File: config.mk
export PLATFORM = sky130hd
export DESIGN_NAME = wb_trace_buffer
export DESIGN_NICKNAME = d
export VERILOG_FILES = /design/src/rtl/wb_trace_buffer.sv
export SDC_FILE = /design/constraint.sdc
export NUM_CORES = 1
export LEC_CHECK = 0
export CELL_PAD_IN_SITES_DETAIL_PLACEMENT = 1
export CELL_PAD_IN_SITES_GLOBAL_PLACEMENT = 2
export CORE_MARGIN = 2
export CORE_UTILIZATION = 45
export CTS_CLUSTER_SIZE = 16
export DETAILED_ROUTE_END_ITERATION = 7
export PLACE_DENSITY_LB_ADDON = 0.1
export REMOVE_ABC_BUFFERS = 1
export SYNTH_ARGS = -nofsm -noshare
export SYNTH_HDL_FRONTEND = slang
export SYNTH_SLANG_ARGS = --single-unit
File: constraint.sdc
create_clock -name clk -period 18.5 [get_ports clk]
set_input_delay 3.7 -clock clk [delete_from_list [all_inputs] [get_ports clk]]
set_output_delay 3.7 -clock clk [all_outputs]
set_load 0.1 [all_outputs]
File: src/rtl/wb_trace_buffer.sv
// -----------------------------------------------------------------------------
// wb_trace_buffer
//
// Captures every committed writeback (register index + data) together with a
// free-running cycle timestamp into a small first-word-fall-through FIFO, so a
// trace consumer can drain it at its own pace. The pipeline is never stalled:
// a writeback arriving while the buffer is full is discarded and counted.
//
// Parameters
//   DEPTH     FIFO entry count (power of two, >= 2)
//   TS_WIDTH  width of the cycle timestamp
//
// Ports
//   clk           single clock, all state updates on the rising edge
//   reset         synchronous, active-high reset
//   wb_reg_write  writeback stage commits a register write this cycle
//   wb_dest_reg   writeback destination register index
//   wb_data       writeback data (value written to the register file)
//   out_valid     head entry is available (buffer not empty)
//   out_ready     consumer accepts the head entry this cycle
//   out_entry     head entry {timestamp, dest_reg, data}, MSB first
//   count         number of entries currently held
//   drop_count    writebacks lost to overflow, saturates at 255
//   overflow      sticky: at least one drop since reset
//
// Handshake: an entry transfers on a rising edge where out_valid=1 and
// out_ready=1. out_valid depends only on stored state, never on out_ready,
// and out_entry stays stable while out_valid=1 and out_ready=0.
// -----------------------------------------------------------------------------
module wb_trace_buffer #(
    parameter int DEPTH    = 8,
    parameter int TS_WIDTH = 16
) (
    input  logic                      clk,
    input  logic                      reset,
    input  logic                      wb_reg_write,
    input  logic [4:0]                wb_dest_reg,
    input  logic [31:0]               wb_data,
    output logic                      out_valid,
    input  logic                      out_ready,
    output logic [TS_WIDTH+36:0]      out_entry,
    output logic [$clog2(DEPTH):0]    count,
    output logic [7:0]                drop_count,
    output logic                      overflow
);

    localparam int AW = $clog2(DEPTH);
    localparam int CW = AW + 1;
    localparam int EW = TS_WIDTH + 37;

    localparam logic [CW-1:0] FULL_COUNT = CW'(DEPTH);
    localparam logic [AW-1:0] PTR_ONE    = AW'(1);
    localparam logic [CW-1:0] CNT_ONE    = CW'(1);

    // ------------------------------------------------------------------
    // State
    // ------------------------------------------------------------------
    logic [EW-1:0]       mem [DEPTH];
    logic [AW-1:0]       wr_ptr;
    logic [AW-1:0]       rd_ptr;
    logic [CW-1:0]       count_q;
    logic [TS_WIDTH-1:0] timestamp;
    logic [7:0]          drop_count_q;
    logic                overflow_q;

    // ------------------------------------------------------------------
    // Control decode
    // ------------------------------------------------------------------
    logic push_req;
    logic is_empty;
    logic is_full;
    logic pop;
    logic push_accept;
    logic push_drop;

    always_comb begin
        // Writes to register 0 are architecturally invisible, so they are
        // not traced at all (neither stored nor counted as drops).
        push_req    = wb_reg_write && (wb_dest_reg != 5'd0);

        // Full/empty come from the occupancy counter; pointer equality alone
        // cannot tell full from empty.
        is_empty    = (count_q == '0);
        is_full     = (count_q == FULL_COUNT);

        pop         = !is_empty && out_ready;

        // When full, a simultaneous pop frees the slot the push needs, so
        // both happen and nothing is lost.
        push_accept = push_req && (!is_full || pop);
        push_drop   = push_req && is_full && !pop;
    end

    // ------------------------------------------------------------------
    // Free-running timestamp: 0 in the first cycle after reset, wraps
    // naturally from all-ones to 0.
    // ------------------------------------------------------------------
    always_ff @(posedge clk) begin
        if (reset) begin
            timestamp <= '0;
        end else begin
            timestamp <= timestamp + TS_WIDTH'(1);
        end
    end

    // ------------------------------------------------------------------
    // Storage: not cleared by reset; contents are only meaningful for
    // slots between rd_ptr and wr_ptr. Reset suppresses the write so a
    // push in the reset cycle leaves no trace.
    // ------------------------------------------------------------------
    always_ff @(posedge clk) begin
        if (!reset && push_accept) begin
            mem[wr_ptr] <= {timestamp, wb_dest_reg, wb_data};
        end
    end

    // ------------------------------------------------------------------
    // Pointers and occupancy. DEPTH is a power of two, so plain AW-bit
    // increments wrap modulo DEPTH.
    // ------------------------------------------------------------------
    always_ff @(posedge clk) begin
        if (reset) begin
            wr_ptr  <= '0;
            rd_ptr  <= '0;
            count_q <= '0;
        end else begin
            if (push_accept) begin
                wr_ptr <= wr_ptr + PTR_ONE;
            end
            if (pop) begin
                rd_ptr <= rd_ptr + PTR_ONE;
            end
            case ({push_accept, pop})
                2'b10:   count_q <= count_q + CNT_ONE;
                2'b01:   count_q <= count_q - CNT_ONE;
                default: count_q <= count_q;
            endcase
        end
    end

    // ------------------------------------------------------------------
    // Drop accounting: saturating counter plus a sticky flag that only
    // reset clears.
    // ------------------------------------------------------------------
    always_ff @(posedge clk) begin
        if (reset) begin
            drop_count_q <= '0;
            overflow_q   <= 1'b0;
        end else if (push_drop) begin
            overflow_q <= 1'b1;
            if (drop_count_q != 8'hFF) begin
                drop_count_q <= drop_count_q + 8'd1;
            end
        end
    end

    // ------------------------------------------------------------------
    // Outputs: first-word-fall-through, head read combinationally.
    // ------------------------------------------------------------------
    assign out_valid  = !is_empty;
    assign out_entry  = mem[rd_ptr];
    assign count      = count_q;
    assign drop_count = drop_count_q;
    assign overflow   = overflow_q;

endmodule

==> results.ini <==
[sta]
rsz0062_at_grt = no
fin_crit_ns = 8.46
max_freq_ghz = 0.118
drv_slew = 0
fin_skew_ns = 0.0190
timing.final.crit_share_pct = 45.7
tns_ns = 0
relSlewSlack_pct = 22.0
tightest_slew_ns = 1.17
finalHoldViolCount = 0
setup_viol = 0

[synthesis]
synthCells = 811
ys_seq_elements = 462
async_reset_ff_share_pct = 0
synth.distinct_cells = 44
post-synth-top-count-cell = edfxtp_1
syn_area_per_cell_um2 = 21.7
synth_edf_count = 424
ys_seq_area_share_pct = 76.6
synth_largest_area_cell = edfxtp_1
synth_top_area_share_pct = 72.3
synth_ff_type = edfxtp_1
synth_warnings = 0
synthTopCellsByCount = edfxtp_1, mux4_2, mux2_2
synthTopCellsByArea = edfxtp_1, mux4_2, dfxtp_1
synthesis.area_um2 = 17600

[setup_path]
cp_max_fo = 44
r2r_end = mem[5][42]$_DFFE_PP_
cp-start-kind = flop
crit_type = flop to output port
required_ns = 14.80
reg2reg_slack_ns = 15.32
critPathCaptureType = output port
r2r_cells = 5
crit_end = out_entry[41]
arrival_ns = 4.76
rr_startpoint = count[2]$_SDFFE_PP0P_

[clock_tree]
clock_latency_ns = 0.58
cts.clk_slew.worst_paths_ns = 0.06
clockRootBuffer = clkbuf_16
postCtsSetupBuffers = 0
numClockSinks = 462
ctsHoldBuffers = 0
clockBufferDepth = 3
cts_resized = 0
h-tree-depth = 2
cts_tree = done
cts_buffers = 47

[global_routing]
grt.overflow.total = 0
grt_max_degree = 71
grt.total_usage_pct = 18.9
grt_pass1_wl_mm = 57.5
antenna_found_initial = 0
first_global_vias = 9159

[placed_design]
dp_hpwl_mm = 19.9
place.gp.congestion = 0.689
port-buffer-count = 107

[detailed_routing]
drtIter0Drc = 528
vias_per_cell = 5.43
wl_per_cell_um = 24.7
post-route-drc-count = 0
wl_mm = 37.1
antenna_left = 0
num_vias = 8154
drtPass1Iterations = 4

[floorplanning]
dieArea_um2 = 40700
rows = 72
coreArea_um2 = 38600
die_w_um = 202
die_h_um = 202
pin_count = 108
start_util_pct = 45.6

[job]
cap_viol_max_count = 0

[cells_and_area]
final_nets = 995
antenna_cells = 0
drive_above_1_share_pct = 26.9
syn_to_final_growth_pct = 18.4
final_util_pct = 53.9

[power_and_ir_drop]
vdd_drop_max_uv = 122
power_w = 0.00308
p_leak_nw = 6.49
p_per_area_nw_per_um2 = 148

[run_status]
status = finished, final reports clean

[worst_hold_path]
hold_class = flop to flop

worst max-delay path, stage by stage (launching register included):
cell	delay, ns
dfxtp_4	0.72
buf_4	0.79
buf_4	0.71
mux4_2	0.59
mux2_2	0.27
clkdlybuf4s50_1	1.00
sequential cells by signal, summed over array words and instances, names as in the netlist, named ones only:
signal      cells
rd_ptr          3
wr_ptr          3
overflow        1
mem           424
timestamp      16
count           4
drop_count      8
report_power, final:
| part | leakage (nW) | total [W] | internal [W] | switching (W) |
|---|---|---|---|---|
| clock network | 0.736 | 0.000920 | 0.000530 | 0.000390 |
| registers | 4.17 | 0.00121 | 0.00117 | 0.0000432 |
| logic | 1.58 | 0.000949 | 0.000326 | 0.000623 |
how the worst min path moves through the flow:
| stage | start | to | depth (start not counted) |
|---|---|---|---|
| 6_report | overflow$_SDFFE_PP0P_ | overflow$_SDFFE_PP0P_ | 2 |
| 5_1_grt | drop_count[7]$_SDFFE_PP0P_ | drop_count[7]$_SDFFE_PP0P_ | 1 |
| 4_1_cts | overflow$_SDFFE_PP0P_ | overflow$_SDFFE_PP0P_ | 2 |
| 3_5_place_dp | overflow$_SDFFE_PP0P_ | overflow$_SDFFE_PP0P_ | 2 |
| 3_3_place_gp | overflow$_SDFFE_PP0P_ | overflow$_SDFFE_PP0P_ | 2 |
| 2_1_floorplan | rd_ptr[1]$_SDFFE_PP0N_ | flop | 2 |
cells by family (layout without fill, tap and decap cells):
family                     Yosys count  count (layout)  share of synthesized area [%]
AOI/OAI and AO/OA                   15              15                          0.576
adders and majority gates            7               7                          0.540
buffers and inverters               42             216                           1.00
and+or+nand+nor                     97              97                           2.72
xor gates and xnor gates            25              25                           1.24
DFF                                462             462                           76.6
muxes                              163             163                           17.3
placed cells by master, fill, tap and decap left out, drive strengths merged, types with 4 or more instances in the layout:
master         instances
a21oi                  5
buf                   17
bufinv                 4
clkbuf                54
clkdlybuf4s50        107
clkinv                26
dfxtp                 38
edfxtp               424
ha                     6
inv                    6
mux2                  54
mux4                 106
nand2                 16
nand3                 12
nor2                  37
nor3                   6
nor4                   8
xnor2                 14
xor2                  11
through the flow:
step | cells | hold slack (ns) | setup WS [ns] | instance area, um2
2_1_floorplan | 774 | 0.447 | 8.20 | 17400
6_report | 1503 | 0.495 | 10.04 | 20800
5_1_grt | 1503 | 0.553 | 9.62 | 20800
3_5_place_dp | 1416 | 0.486 | 10.44 | 19400
4_1_cts | 1503 | 0.501 | 9.82 | 20800
3_3_place_gp | 1416 | 0.475 | 10.48 | 19400
metal layers:
| metal | GRT usage (%) | share of wire (%) |
|---|---|---|
| met3 | 3.10 | 4.2 |
| met5 | 0 | 0 |
| met4 | 5.17 | 1.7 |
| met1 | 24.7 | 43 |
| met2 | 33.0 | 51 |
cell type report:
cell class | instances | area, um2
repair buffers | 124 | 1200
clock buffers | 54 | 1220
fillers | 3335 | 17800
well taps | 518 | 648
clock inverters | 33 | 270
inverters | 5 | 18.8
multi-input cells | 307 | 3980
flip-flops and latches | 462 | 13500
Power figures use the tool's default switching activity.
